## src/rtl/mist_spi_master.sv

```systemverilog
// mist_spi_master: MiST user_io SPI master (mode 0, MSB first) sending a command byte plus len streamed data bytes.
module mist_spi_master #(
  parameter int CLK_DIV = 4
) (
  input  logic       clk50mhz,
  input  logic       reset,
  input  logic       start,
  input  logic [7:0] cmd,
  input  logic [7:0] len,
  input  logic [7:0] tx_data,
  input  logic       tx_valid,
  output logic       tx_ready,
  output logic [7:0] rx_data,
  output logic       rx_valid,
  output logic       busy,
  output logic       done,
  output logic       mist_sck,
  output logic       mist_mosi,
  output logic       mist_confdata0,
  input  logic       mist_miso
);
  localparam int W = $clog2(CLK_DIV);
  localparam logic [W-1:0] DIV_LAST = W'(CLK_DIV - 1);
  typedef enum logic [2:0] {IDLE, LEAD, SHIFT, LOAD, TRAIL} state_t;
  state_t state, state_nx;
  logic [W-1:0] div_cnt;
  logic [3:0] half;
  logic [7:0] tx_sr, rx_sr, remain;
  logic is_data, tick, byte_end;
  assign busy = state != IDLE;
  assign mist_confdata0 = state == IDLE;
  assign tx_ready = state == LOAD;
  assign mist_mosi = tx_sr[7];
  always_comb begin
    tick = div_cnt == DIV_LAST;
    byte_end = state == SHIFT && tick && half == 4'd15;
    state_nx = state;
    case (state)
      IDLE:    state_nx = start ? LEAD : IDLE;
      LEAD:    state_nx = tick ? SHIFT : LEAD;
      SHIFT:   state_nx = byte_end ? (remain != 8'd0 ? LOAD : TRAIL) : SHIFT;
      LOAD:    state_nx = tx_valid ? SHIFT : LOAD;
      TRAIL:   state_nx = tick ? IDLE : TRAIL;
      default: state_nx = IDLE;
    endcase
  end
  always_ff @(posedge clk50mhz) begin
    if (reset) begin
      state <= IDLE;
      div_cnt <= '0;
      half <= '0;
      tx_sr <= '0;
      rx_sr <= '0;
      remain <= '0;
      is_data <= 1'b0;
      mist_sck <= 1'b0;
      rx_data <= '0;
      rx_valid <= 1'b0;
      done <= 1'b0;
    end else begin
      state <= state_nx;
      div_cnt <= (state inside {LEAD, SHIFT, TRAIL}) && !tick ? div_cnt + 1'b1 : '0;
      rx_valid <= byte_end && is_data;
      done <= state == TRAIL && tick;
      if (state == IDLE && start) begin
        tx_sr <= cmd;
        remain <= len;
        is_data <= 1'b0;
      end
      // even half-periods end in a rising edge, odd ones in a falling edge
      if (state == SHIFT && tick) begin
        half <= half + 4'd1;
        mist_sck <= ~mist_sck;
        if (!half[0]) rx_sr <= {rx_sr[6:0], mist_miso};
        else if (half != 4'd15) tx_sr <= {tx_sr[6:0], 1'b0};
      end
      if (byte_end && is_data) rx_data <= rx_sr;
      if (state == LOAD && tx_valid) begin
        tx_sr <= tx_data;
        remain <= remain - 8'd1;
        is_data <= 1'b1;
      end
    end
  end
endmodule

```

## config.mk

```make
export PLATFORM = sky130hd
export DESIGN_NAME = mist_spi_master
export DESIGN_NICKNAME = d
export VERILOG_FILES = /design/src/rtl/mist_spi_master.sv
export SDC_FILE = /design/constraint.sdc
export NUM_CORES = 1
export LEC_CHECK = 0
export ABC_AREA = 1
export CAP_MARGIN = 20
export CORE_MARGIN = 2
export CORE_UTILIZATION = 40
export CTS_BUF_LIST = sky130_fd_sc_hd__clkbuf_4 sky130_fd_sc_hd__clkbuf_8
export DETAILED_ROUTE_END_ITERATION = 8
export GPL_TIMING_DRIVEN = 0
export PLACE_DENSITY = 0.68
export SYNTH_ARGS = -nofsm -noshare
export SYNTH_HDL_FRONTEND = slang
export SYNTH_SLANG_ARGS = --single-unit
```

## constraint.sdc

```tcl
create_clock -name clk50mhz -period 4.5 [get_ports clk50mhz]
set_clock_uncertainty 0.1 [all_clocks]
set_input_delay 1.125 -clock clk50mhz [delete_from_list [all_inputs] [get_ports clk50mhz]]
set_output_delay 1.125 -clock clk50mhz [all_outputs]
set_load 0.005 [all_outputs]
```

# After elaboration in Yosys (flattened, before gate mapping)
# Index checks and enable logic that the tools add are counted.
[word_totals]
regBits = 45
inputBits = 29
[op_classes]
n_addsub = 3
eq_ne = 7
mux = 16
bitwise = 3
n_reduce_logical = 15
[op_table]
columns = ["op", "count"]
rows = [
  ["8-bit 2-to-1 mux", 7],
  ["3-bit one-hot mux with 5 select lines", 1],
  ["3-bit 2-to-1 mux", 3],
  ["8-bit nonzero test", 1],
  ["8-bit by 1-bit subtractor with 8-bit output (second input constant)", 1],
  ["1-bit logical AND", 7],
  ["3-bit by 2-bit equality test with 1-bit output (second input constant)", 2],
  ["3-bit nonzero test", 2],
  ["4-bit by 1-bit adder with 4-bit output (second input constant)", 1],
  ["4-bit equality test (second input constant)", 1],
  ["1-bit 2-to-1 mux", 4],
  ["4-bit != test (second input constant)", 1],
  ["3-bit by 1-bit equality test with 1-bit output (second input constant)", 1],
  ["3-bit equality test (second input constant)", 1],
  ["3-bit zero test", 1],
  ["1-bit NOT", 3],
  ["2-bit by 1-bit adder with 2-bit output (second input constant)", 1],
  ["2-bit equality test (second input constant)", 1],
  ["2-bit 2-to-1 mux", 1],
  ["2-bit AND reduction", 1],
  ["2-bit nonzero test", 1],
  ["2-bit OR reduction", 1],
  ["1-bit zero test", 1],
]

# Logic depth before layout (Yosys ltp)
# Gate-level depths: netlist of run 1.
[logic_depth]
word_depth = 7
mapped_depth = 9

# Worst setup path before layout of run 1
# No wires, ideal clock.
[synth_timing]
kind = "input to register"
from = "input reset"
to = "register tx_sr[7]"
setup_time_ns = 0.109
arrival_time_ns = 1.856
required_ns = 4.291
setup_slack_ns = 2.435
stages = 5
n_path_buf = 2
cell_sequence = "clkbuf_1 buf_1 nor2_1 nand2_1 inv_1"
[synth_lines]
columns = ["item", "line", "text"]
rows = [
  ["from (decl)", "6", "input logic reset,"],
  ["to (signal assigned)", "66", "tx_sr <= cmd;"],
  ["to (signal assigned)", "75", "else if (half != 4'd15) tx_sr <= {tx_sr[6:0], 1'b0};"],
  ["to (signal assigned)", "79", "tx_sr <= tx_data;"],
  ["to (decl)", "28", "logic [7:0] tx_sr, rx_sr, remain;"],
]

# Final worst setup path of run 1
[layout_timing]
from = "register state[1]"
to = "output mist_confdata0"
[layout_between]
elab_chain_len = 1
[layout_rtl]
columns = ["item", "line", "text"]
rows = [
  ["from (decl)", "25", "state_t state, state_nx;"],
  ["from (signal assigned)", "61", "state <= state_nx;"],
  ["3-bit zero test", "31", "assign mist_confdata0 = state == IDLE;"],
  ["to (decl)", "19", "output logic mist_confdata0,"],
]
# No other way between the ends.

==> flow_metrics.tcl, run 1 <==
set metrics [dict create \
    synth_top_family_by_area "simple AND/OR/NAND/NOR gates" \
    fmax_ghz 0.360 \
    hp-class "reg2reg" \
    ant_nets 0 \
    placed_cells 438 \
    worst_pin_slew_ns 0.539 \
    cts_resized 0 \
    synth_ff_type "dfxtp_1" \
    leakage_nw 1.22 \
    post-dp-hpwl_um 3600 \
    design.core.area_um2 5440 \
    grt_overflow 0 \
    hold_buffers 0 \
    worstReg2RegStart "div_cnt[0]$_SDFF_PP0_" \
    status "complete, no violations" \
    cts_tree "done" \
    drt_pass1_iterations 4 \
    drc 0 \
    cts_buffer_depth 2 \
    cts_buffers 5 \
    startpoint "state[1]$_SDFF_PP0_" \
    finalSetupTns_ns 0 \
    fin_crit_sh_pct 61.8 \
    cts_root_buf "clkbuf_8" \
    ff2ff_path_depth 8 \
    endpoint "mist_confdata0" \
    yosys.area_share.simple_pct 34.3 \
    cp-start-kind "flop" \
    crit_type "reg2out" \
    syn_inst 324 \
    synth_top_area_share_pct 40.6 \
    viasPerCell 4.78 \
    dr_total_vias 2131 \
    synthMuxAreaShare_pct 0 \
    area_growth_pct 28.2 \
    yosysSeqAreaShare_pct 40.6 \
    max-vdd-ir-drop_mv 0.147 \
    htree_num_levels 2 \
    nNetsFinal 406 \
    critPathRequiredTime_ns 3.27 \
    final_cells 446 \
    synth_xor_area_share_pct 0.395 \
    synth_commonest_cells "73 x nand2_1, 54 x nor2_1, 45 x dfxtp_1, 33 x inv_1, 30 x nand3_1" \
    rsz0062_at_grt "false" \
    drive_gt1_share_pct 9.36 \
    maxCapViolCount 0 \
    clkLatencyLatePin_ns 0.30 \
    syn_area_um2 2220 \
    die_area_um2 6150 \
    clk_pin_slew_ns 0.08 \
    antenna_cells 0 \
    synth.largest_area_cell "dfxtp_1" \
    wl_per_cell_um 11.2 \
    grt_start_max_net_pins 16 \
    drt_iter0_drc 91 \
    synth_cell_type_count 29 \
    syn_avg_cell_area_um2 6.84 \
    netlist_top_cells_area "dfxtp_1 41%, nand2_1 12%, nor2_1 9.1%" \
    rrSetupSlack_ns 2.71 \
    post_cts_buffers 0 \
    slew_headroom_pct 64.1 \
    synthArstFlopShare_pct 0 \
    fp.dieW_um 78.5 \
    power.density_nw_per_um2 297 \
    maxSlewViolCount 0 \
    ios 44 \
    syn_nets 357 \
    synth_edf_count 0 \
    yosysWarnings 0 \
    grt_use_total_pct 16.8 \
    hold_viol_final 0 \
    gp_congestion 0.818 \
    totalWireLength_um 4980 \
    synth.most_common_cell "nand2_1" \
    ys_ff_latch 45 \
    arrival_ns 1.55 \
    yosys.area_share.adder_pct 2.26 \
    grt_pass1_wl_um 8370 \
    synth-compound-area-share_pct 13.4 \
    setup_viol 0 \
    endpoint_kind "primary output" \
    antenna_found_initial 0 \
    port_buffers 42 \
    rows 27 \
    cp_max_fo 5 \
    start_util_pct 40.8 \
    grt_pass1_vias 1845 \
    r2r-end "tx_sr[2]$_SDFF_PP0_" \
    fin_crit_ns 2.78 \
    die_h_um 78.5 \
    cts.sinks 45 \
]
[registers in the layout (all words and copies together) (netlist names)]
name	count
remain	8
rx_data	8
rx_sr	8
tx_sr	8
half	4
state	3
div_cnt	2
done	1
is_data	1
mist_sck	1
rx_valid	1
[through the flow]
step	instance area [µm²]	worst slack (ns)	hold slack, ns	utilization [%]	power [mW]
4_1_cts	2840	1.71	0.336	52.3	0.851
3_3_place_gp	2730	1.86	0.308	50.1	0.538
2_1_floorplan	2220	2.43	0.298	-	0.494
6_report	2840	1.72	0.327	52.3	0.846
5_1_grt	2840	1.61	0.351	52.3	0.883
3_5_place_dp	2730	1.85	0.320	50.1	0.540
[where the power goes]
group	switching, mW	leakage (nW)	internal, mW
sequential	0.00891	0.365	0.409
combinational	0.0596	0.797	0.0532
clock	0.149	0.0543	0.166
[cell families after synthesis]
logic type	Yosys count
adder cells (fa/ha/maj)	4
AO/OA/AOI/OAI	56
XOR/XNOR	1
AND/OR/NAND/NOR	171
buffers and inverters	47
flip-flops	45
[cells in the final DEF, fill, tap and decap left out, types with 2 or more instances in the layout]
cell and count:
a21oi_1 25, a21oi_2 2, buf_6 2, clkbuf_1 3, clkbuf_8 5, clkdlybuf4s50_1 42, dfxtp_1 45, ha_1 4
inv_1 33, inv_2 4, nand2_1 73, nand2_2 3, nand3_1 30, nand3_2 3, nor2_1 54, nor2_2 2
nor2_4 2, o21ai_0 23, o21ai_1 3, o21ai_2 2
[critical path, stage by stage, from the launching register on]
cell and delay [ns]:
dfxtp_1 0.38, nor2_2 0.22, nand2_1 0.10, inv_1 0.06
clkdlybuf4s50_1 0.49
[per-layer routing]
metal | vias up | share of wire, % | track usage [%] | routed length [µm]
met5 | - | 0 | 0 | 0
met2 | 44 | 46 | 27.6 | 2310
met3 | 5 | 4.1 | 4.02 | 203
met1 | 953 | 48 | 22.1 | 2410
li1 | 1129 | - | - | -
met4 | 0 | 1.0 | 4.21 | 50
[area by class of cell]
class | count | area [µm²]
multi-input cells | 232 | 1120
clock buffers | 5 | 68.8
fillers | 554 | 2600
inverters | 39 | 150
well taps | 72 | 90.1
plain buffers | 8 | 50.0
flip-flops and latches | 45 | 901
repair buffers | 42 | 420
clock inverters | 3 | 46.3
[worst min-delay path by stage]
| stage | startpoint | to | depth (start not counted) |
|---|---|---|---|
| final | div_cnt[0]$_SDFF_PP0_ | div_cnt[0]$_SDFF_PP0_ | 1 |
| after global routing | div_cnt[0]$_SDFF_PP0_ | div_cnt[0]$_SDFF_PP0_ | 1 |
| after CTS | div_cnt[0]$_SDFF_PP0_ | div_cnt[0]$_SDFF_PP0_ | 1 |
| after detailed placement | div_cnt[0]$_SDFF_PP0_ | div_cnt[0]$_SDFF_PP0_ | 1 |
| after global placement | div_cnt[0]$_SDFF_PP0_ | div_cnt[0]$_SDFF_PP0_ | 1 |
| after floorplan | div_cnt[0]$_SDFF_PP0_ | div_cnt[0]$_SDFF_PP0_ | 1 |
Power figures use the tool's default switching activity.
==> inputs of run 2 (changes only) <==
clock period = 2.85 ns   (was 4.5 ns; I/O delays follow)
==> results of run 2 <==
The final DEF is identical to that of run 1. Status: complete, no violations.
Among the figures that moved: setup slack after placement 1.85 ns -> 0.609 ns; setup slack after layout 1.72 ns -> 0.483 ns; register-to-register setup slack 2.71 ns -> 1.06 ns; total power 0.846 mW -> 1.34 mW; worst IR drop on VDD 0.147 mV -> 0.232 mV
==> edit: new RTL, settings of run 2 <==
Set the parameter `CLK_DIV` to 2 (it was 4).
--- a/src/rtl/mist_spi_master.sv
+++ b/src/rtl/mist_spi_master.sv
@@ -1,6 +1,6 @@
 // mist_spi_master: MiST user_io SPI master (mode 0, MSB first) sending a command byte plus len streamed data bytes.
 module mist_spi_master #(
-  parameter int CLK_DIV = 4
+  parameter int CLK_DIV = 2
 ) (
   input  logic       clk50mhz,
   input  logic       reset,
Behaviour: not the same (a bounded check fails within 10 cycles, from zero or initial values and one cycle with reset high).
==> edit against run 2 <==
- total power up 6.0%
- sequential cell count decreased by 1
- sequential power down 0.8%
- worst setup slack improved by 0.047 ns
- area after synthesis decreased by 3.2%
- cell area shrank 2.1%
- clock power up 13%
- wire length increased by 5.3%
- die area fell by 3.0%
- largest power group unchanged
- highest routed layer unchanged
==> edit: results (changes against run 2) <==
{| class="wikitable"
! Metric !! Value
|-
| Status || completed
|-
| Number of unique standard cell types used by synthesis || 26 (-10%)
|-
| Post-layout nets || 398 (-2.0%)
|-
| Share of cells above drive strength 1 || 0.06831 (-0.02528)
|-
| Vias in the first global route || 1967 (+6.6%)
|-
| Met3 layer usage reported by global route || 0.05059 (+0.01036)
|-
| DR WL/cell || 12.03 µm (+7.7%)
|-
| Met1 track demand over resource || 0.2332 (+0.01188)
|-
| Final HPWL DP || 3.754 mm (+4.1%)
|-
| Cell types with the highest counts after synthesis || sky130_fd_sc_hd__nand2_1 (84), sky130_fd_sc_hd__dfxtp_1 (44), sky130_fd_sc_hd__nand3_1 (42), sky130_fd_sc_hd__nor2_1 (32), sky130_fd_sc_hd__a21oi_1 (30)
|-
| Worst supply voltage drop on vdd || 0.2545 mV (+9.9%)
|-
| Setup Slack @ Placement || 0.5706 ns (-0.03874 ns)
|-
| Max Root-Sink Buffers || 2 (unchanged)
|-
| Final weighted congestion in routability-driven placement || 0.8225 (+0.56%)
|-
| Global-route track usage on met2 || 0.3096 (+0.03370)
|-
| Count of cells resized by post-cts repair || 0 (unchanged)
|-
| Leading cell types by total area after synthesis || sky130_fd_sc_hd__dfxtp_1 (41%), sky130_fd_sc_hd__nand2_1 (15%), sky130_fd_sc_hd__nand3_1 (9.8%)
|-
| Clock input transition at the sequential cells of the worst setup and hold paths || 0.08 ns (about the same)
|-
| Critical Path AT || 1.51 ns (-0.04 ns)
|-
| DRC marker count from the first detailed-route iteration || 171 (+88%)
|-
| Portion of the post-synthesis area used by sequential elements || 0.4103 (+0.003936)
|-
| Synthesized Nets || 349 (-2.2%)
|-
| GRT Overall Usage || 0.1870 (+0.01936)
|-
| Layout area overhead || 29.66%
|-
| Synth warn || 0 (unchanged)
|-
| Grt total ovfl || 0 (unchanged)
|-
| Pin count of the biggest net entering global routing || 14 (-2)
|-
| Leakage component of the power || 1.166 nW (-4.2%)
|-
| Slew HR || 0.6309 (-0.009926)
|-
| Via Count || 2173 (+2.0%)
|-
| Filler cells || 556 (+0.36%)
|-
| Global-route wire length before repair || 8.935 mm (+6.8%)
|-
| Switching Fraction || 0.2422 (-0.01446)
|-
| Critical path fanouts, max || 6 (+1)
|}
-- edit: cell count changes after synthesis, sizes merged, moves of 2 or more --
cell	delta
nor2	-22
o21ai	-15
nand2	+11
inv	-9
nand3	+9
nand4	+7
a21oi	+3
a31oi	+3
clkbuf	+3
o21a	+3
buf	+2
-- edit: kinds of logic after synthesis --
group	Yosys count	share of synthesized area
AO/OA/AOI/OAI	51	0.1259
flip-flops	44	0.4103
adder cells (fa/ha/maj)	3	0.01748
buffers and inverters	44	0.09032
AND/OR/NAND/NOR	175	0.3561
-- edit: stage by stage --
stage               cells  cell area [µm²]
floorplan             317             2147
global placement      429             2655
detailed placement    429             2655
CTS                   436             2784
global route          436             2784
finish                436             2784
-- edit: final timing paths --
check / endpoint / slack [ns] / startpoint / cells past startpoint
setup / recovery: mist_confdata0 / 0.53 / state[0]$_SDFF_PP0_ / 4
hold / removal: half[3]$_SDFFE_PP0N_ / 0.36 / half[3]$_SDFFE_PP0N_ / 1
setup reg to reg: rx_data[0]$_SDFFE_PP0P_ / 1.10 / half[0]$_SDFFE_PP0N_ / 6
hold reg to reg: half[3]$_SDFFE_PP0N_ / 0.36 / half[3]$_SDFFE_PP0N_ / 1
-- edit: final cells by class --
type / count / share of cell area
timing repair buffer: 42 / 0.1510
clock inverter: 2 / 0.02157
tap: 70 / 0.03146
buffer: 13 / 0.02787
inverter: 31 / 0.04180
multi-input combinational: 229 / 0.3852
clock buffer: 5 / 0.02472
sequential: 44 / 0.3164
-- edit: power by group through the flow --
stage | registers, W | logic (W) | clock network, W
finish | 0.000655 | 0.000201 | 0.000560
global route | 0.000658 | 0.000227 | 0.000595
CTS | 0.000654 | 0.000201 | 0.000568
detailed placement | 0.000668 | 0.000200 | 0
global placement | 0.000668 | 0.000196 | 0
floorplan | 0.000664 | 0.000121 | 0
-- edit: layer usage --
| metal | up-vias | wire, µm |
|---|---|---|
| met5 | - | 0 |
| met4 | 0 | 72 |
| met3 | 7 | 290 |
| met2 | 63 | 2438 |
| met1 | 971 | 2441 |
| li1 | 1132 | - |
